File: src/rtl/tcb_rr_arbiter.sv
// Shares one TCB subordinate between MPN managers, in round-robin or fixed-priority mode.
// A stalled request locks the grant; each response is routed back through a DLY-deep index pipeline.
module tcb_rr_arbiter #(
    parameter int unsigned MPN = 2,
    parameter int unsigned ABW = 32,
    parameter int unsigned DBW = 32,
    parameter int unsigned DLY = 1,
    parameter bit          RRB = 1'b1
)(
    input  logic                    clk,
    input  logic                    rst,
    input  logic [MPN-1:0]          man_vld,
    input  logic [MPN-1:0]          man_wen,
    input  logic [MPN-1:0][ABW-1:0] man_adr,
    input  logic [MPN-1:0][2:0]     man_fn3,
    input  logic [MPN-1:0][DBW-1:0] man_wdt,
    output logic [MPN-1:0]          man_rdy,
    output logic [DBW-1:0]          man_rdt,
    output logic [MPN-1:0]          man_err,
    output logic                    sub_vld,
    output logic                    sub_wen,
    output logic [ABW-1:0]          sub_adr,
    output logic [2:0]              sub_fn3,
    output logic [DBW-1:0]          sub_wdt,
    input  logic                    sub_rdy,
    input  logic [DBW-1:0]          sub_rdt,
    input  logic                    sub_err
);

    localparam int unsigned IW = (MPN > 1) ? $clog2(MPN) : 1;

    logic [IW-1:0] gnt;
    logic          gnt_any;
    logic [IW-1:0] ptr;
    logic          lck;
    logic [IW-1:0] lck_idx;
    logic [IW:0]   scan;
    logic          xfer;
    logic          rsp_vld;
    logic [IW-1:0] rsp_idx;

    // Grant: locked owner first, else scan from ptr (round-robin) or from index 0 (fixed).
    always_comb begin
        gnt     = '0;
        gnt_any = 1'b0;
        scan    = '0;
        if (lck) begin
            gnt     = lck_idx;
            gnt_any = 1'b1;
        end else if (RRB) begin
            for (int k = 0; k < int'(MPN); k++) begin
                scan = {1'b0, ptr} + (IW+1)'(k);
                if (scan >= (IW+1)'(MPN)) begin
                    scan = scan - (IW+1)'(MPN);
                end
                if (!gnt_any && man_vld[scan[IW-1:0]]) begin
                    gnt     = scan[IW-1:0];
                    gnt_any = 1'b1;
                end
            end
        end else begin
            for (int k = 0; k < int'(MPN); k++) begin
                if (!gnt_any && man_vld[IW'(k)]) begin
                    gnt     = IW'(k);
                    gnt_any = 1'b1;
                end
            end
        end
    end

    assign sub_vld = gnt_any & man_vld[gnt];
    assign sub_wen = man_wen[gnt];
    assign sub_adr = man_adr[gnt];
    assign sub_fn3 = man_fn3[gnt];
    assign sub_wdt = man_wdt[gnt];
    assign xfer    = sub_vld & sub_rdy;

    always_comb begin
        man_rdy = '0;
        for (int i = 0; i < int'(MPN); i++) begin
            man_rdy[i] = xfer & (gnt == IW'(i));
        end
    end

    // Lock holds a stalled grant; ptr moves past the manager that just transferred.
    always_ff @(posedge clk or negedge rst) begin
        if (!rst) begin
            lck     <= 1'b0;
            lck_idx <= '0;
            ptr     <= '0;
        end else begin
            if (sub_vld && !sub_rdy) begin
                lck     <= 1'b1;
                lck_idx <= gnt;
            end else if (xfer) begin
                lck     <= 1'b0;
            end
            if (xfer) begin
                ptr <= (gnt == IW'(MPN-1)) ? '0 : gnt + 1'b1;
            end
        end
    end

    generate
        if (DLY == 0) begin : g_rsp_comb
            assign rsp_vld = xfer;
            assign rsp_idx = gnt;
        end else begin : g_rsp_pipe
            logic [DLY-1:0]         rsp_vld_p;
            logic [DLY-1:0][IW-1:0] rsp_idx_p;

            // Response stage boundary: valid is reset, the owner index is plain data.
            always_ff @(posedge clk or negedge rst) begin
                if (!rst) begin
                    rsp_vld_p <= '0;
                end else begin
                    rsp_vld_p[0] <= xfer;
                    for (int k = 1; k < int'(DLY); k++) begin
                        rsp_vld_p[k] <= rsp_vld_p[k-1];
                    end
                end
            end

            always_ff @(posedge clk) begin
                rsp_idx_p[0] <= gnt;
                for (int k = 1; k < int'(DLY); k++) begin
                    rsp_idx_p[k] <= rsp_idx_p[k-1];
                end
            end

            assign rsp_vld = rsp_vld_p[DLY-1];
            assign rsp_idx = rsp_idx_p[DLY-1];
        end
    endgenerate

    assign man_rdt = sub_rdt;

    always_comb begin
        man_err = '0;
        for (int i = 0; i < int'(MPN); i++) begin
            man_err[i] = sub_err & rsp_vld & (rsp_idx == IW'(i));
        end
    end

endmodule
File: config.mk
export PLATFORM = sky130hd
export DESIGN_NAME = tcb_rr_arbiter
export DESIGN_NICKNAME = d
export VERILOG_FILES = /design/src/rtl/tcb_rr_arbiter.sv
export SDC_FILE = /design/constraint.sdc
export NUM_CORES = 1
export LEC_CHECK = 0
export CORE_AREA = 2 2 108 110
export DETAILED_ROUTE_END_ITERATION = 7
export DIE_AREA = 0 0 110 112
export MAX_ROUTING_LAYER = met4
export SLEW_MARGIN = 20
export SYNTH_ARGS = -nofsm -noshare
export SYNTH_HDL_FRONTEND = slang
export SYNTH_SLANG_ARGS = --single-unit
File: constraint.sdc
create_clock -name clk -period 1.8 [get_ports clk]
set_input_delay 0.27 -clock clk [delete_from_list [all_inputs] [get_ports clk]]
set_output_delay 0.27 -clock clk [all_outputs]
set_load 0.02 [all_outputs]
==> results.md <==
* Total routing usage reported by global routing at between 10% and 20%
* CTS tree: built
* Global placer's final weighted congestion at 0.793
* Minimum clock period after layout at between 2 and 2.5 ns
* Routed via count divided by cell count at 3.88
* Max Fanout on Critical Path at 7
* Library cell used as clock root buffer: sky130_fd_sc_hd__clkbuf_16
* Combined area of all synthesized cells at roughly 1700 um^2
* Commonest register cell after synthesis: sky130_fd_sc_hd__dfrtp_1
* Maximum number of pins on one net before global-route repair at 19
* Vertical die dimension at about 110 um
* Worst-case setup margin in the final layout at -0.353 ns
* Gr ovfl total at 0
* Max cap viols at 0
* Number of max-slew violations in the final report at 0
* Vias post-DR at between 1,500 and 2,000
* Number of CTS-inserted buffers at 3
* Normalized max-slew margin at approximately three quarters
* Synth Instances at between 100 and 150
* Number of warnings reported in the yosys synthesis log at 0
* Max Fclk at approximately 0.46 GHz
* Detailed router's first-iteration violation count at 41
* Kind of start point of the critical path: flip-flop
* Fin crit share at 120%
* Total half-perimeter wirelength after legalization and detailed placement at 6.07 mm
* Synthesized netlist net count at roughly 320
* Static power due to leakage at around 2.1 nW
* Overall power after layout at 0.00485 W
* Width of the die at between 100 and 150 um
* Power Density at roughly 1100 nW/um^2
* Global-route wire length before repair at approximately 10 mm
* Final routed wirelength across all metal layers at 8.42 mm
* Peak VDD IR at 0.00105 V
* Effective utilization at floorplan at between 10% and 20%
* Number of unique standard cell types used by synthesis at 23
* Fraction of the yosys area taken by sequential cells at under 10%
* Top library cells by usage in the layout, fill and taps aside: sky130_fd_sc_hd__clkdlybuf4s50_1, sky130_fd_sc_hd__buf_6, sky130_fd_sc_hd__mux2_4
* Unrepaired setup endpoints after global routing: true
* Clock net sink count at 5
* Number of enable-type register cells in the synthesized netlist at 0
* Worst Setup Path Type: reg2out
* CP endpoint kind: primary output
* Insertion delay to the later sink of the worst-skew pair at ~0.23 ns
* Antenna-violating nets left at 0
* Actual transition at the worst max-transition pin at 0.361 ns
* Antenna violations before repair at 0
* Clock tree buffer depth at 2
* Area growth syn-to-layout at 168%
* Summed negative setup slack over all endpoints at -19.70 ns
* Overall die area at 12,300 um^2
* Count of fill cells added during filler insertion at between 1,000 and 1,500
* Required time at the endpoint of the critical path at 1.53 ns
* Clock-pin slew of the registers on the worst-case setup and hold paths at 0.03 ns
* CTS Hold Bufs at 0
* Critical path arrival at approximately 1.9 ns
* Post-synthesis sequential element count at 5
* Count of input and output buffers at between 200 and 250
* Share of final-layout standard cells stronger than drive strength 1 at 54.2%
* Core region area at 11,200 um^2
* Post-synthesis async set-or-reset flop share at 80.0%
* Number of iterations in the first detailed-routing pass at 4
* Utilization after layout at around two fifths
* Failing checks: negative setup slack
* Worst Hold Class: in2async
* Cell row count at 39
* Fin Clk Skew at roughly 0.0032 ns
* WL/cell at approximately 17 um
* I/O pin count at between 200 and 300
* Number of failing setup endpoints in the final timing report at 70
* ANT cells at 0
* Run status: finished, violations left
* Final net count at ~540
* CTS HTree Levels at 1
* Vias in the first global route at around 1,900
* Most common library cell in the layout ignoring fill and taps: sky130_fd_sc_hd__clkdlybuf4s50_1
* Final hold violation count at 0
* Syn avg cell area at ~12 um^2
* Number of design rule violations left after detail routing at 0
## sequential cells by signal, indices dropped and copies added (netlist names)
signal,count
g_rsp_pipe.rsp_idx_p,1
g_rsp_pipe.rsp_vld_p,1
lck,1
lck_idx,1
ptr,1
## final cells by class
type	count	area, um^2	area share (%)
clock buffers	4	78.8	1.76
inverters	2	7.51	0.167
multi-input cells	94	1220	27.2
flip-flops and latches	5	120	2.67
well taps	143	179	3.98
repair buffers	262	2880	64.2
## metrics by stage
stage                     worst slack (ns)  cells  instance area (um^2)  hold slack, ns
after floorplan                      0.148    141                  1680         -0.0256
after global placement              -0.833    468                  3720           0.485
after detailed placement            -0.837    468                  3720           0.485
after CTS                           -0.374    485                  4050           0.251
after global routing                -0.421    510                  4490           0.265
final                               -0.353    510                  4490           0.250
## Yosys cell counts (2+ instances only)
master                    instances  area, um^2
sky130_fd_sc_hd__nor2b_1          3        18.8
sky130_fd_sc_hd__nor2_1           6        22.5
sky130_fd_sc_hd__o21ai_0          3        15.0
sky130_fd_sc_hd__mux2_4          67        1010
sky130_fd_sc_hd__buf_4           32         240
sky130_fd_sc_hd__dfrtp_1          4         100
sky130_fd_sc_hd__a21oi_1          3        15.0
sky130_fd_sc_hd__buf_12           6         120
sky130_fd_sc_hd__inv_1            2        7.51
sky130_fd_sc_hd__nand2_1          2        7.51
## where the power goes
group	switching [W]	internal (W)
Combinational	0.00162	0.00269
Clock	0.0000689	0.000293
Sequential	0.0000258	0.000152
## final timing paths
| kind | cells past startpoint | from | slack [ns] | to |
|---|---|---|---|---|
| max | 7 | lck | -0.35 | sub_adr[14] |
| min | 1 | rst | 0.25 | ptr |
| max reg2reg | 4 | lck_idx | 0.42 | g_rsp_pipe.rsp_vld_p |
| min reg2reg | 3 | ptr | 0.70 | ptr |
| max in group asynchronous | 1 | rst | 1.38 | g_rsp_pipe.rsp_vld_p |
| min in group clk | 0 | sub_rdt[15] | 0.54 | man_rdt[15] |
## timing repair
action / CTS / global route
pin swaps: 1 / 3
resized for setup: 349 / 106
buffers inserted: 9 / 23
setup endpoints to repair: 71 / 73
cloned: 4 / 2
## layer usage
metal	share of wire (%)	up-vias	global-route usage, %
li1	-	928	-
met1	38	911	13.1
met2	49	124	20.2
met3	12	16	3.16
met4	1.2	0	1.86
met5	0	-	-
## cells by family after synthesis
group,count (synthesis),synth area share [%]
multiplexers,68,60.6
buffers and inverters,42,23.5
AND/OR/NAND/NOR,15,4.33
AO/OA/AOI/OAI,11,4.40
flip-flops,5,7.16
## critical path, cell delays in order, from the launching register on
cell and delay, ns:
sky130_fd_sc_hd__dfrtp_1 0.39, sky130_fd_sc_hd__buf_6 0.13, sky130_fd_sc_hd__a22o_4 0.29, sky130_fd_sc_hd__buf_6 0.15
sky130_fd_sc_hd__buf_16 0.14, sky130_fd_sc_hd__buf_4 0.13, sky130_fd_sc_hd__mux2_4 0.29, sky130_fd_sc_hd__buf_6 0.13
Note: power is estimated with default switching activity, not from simulation.
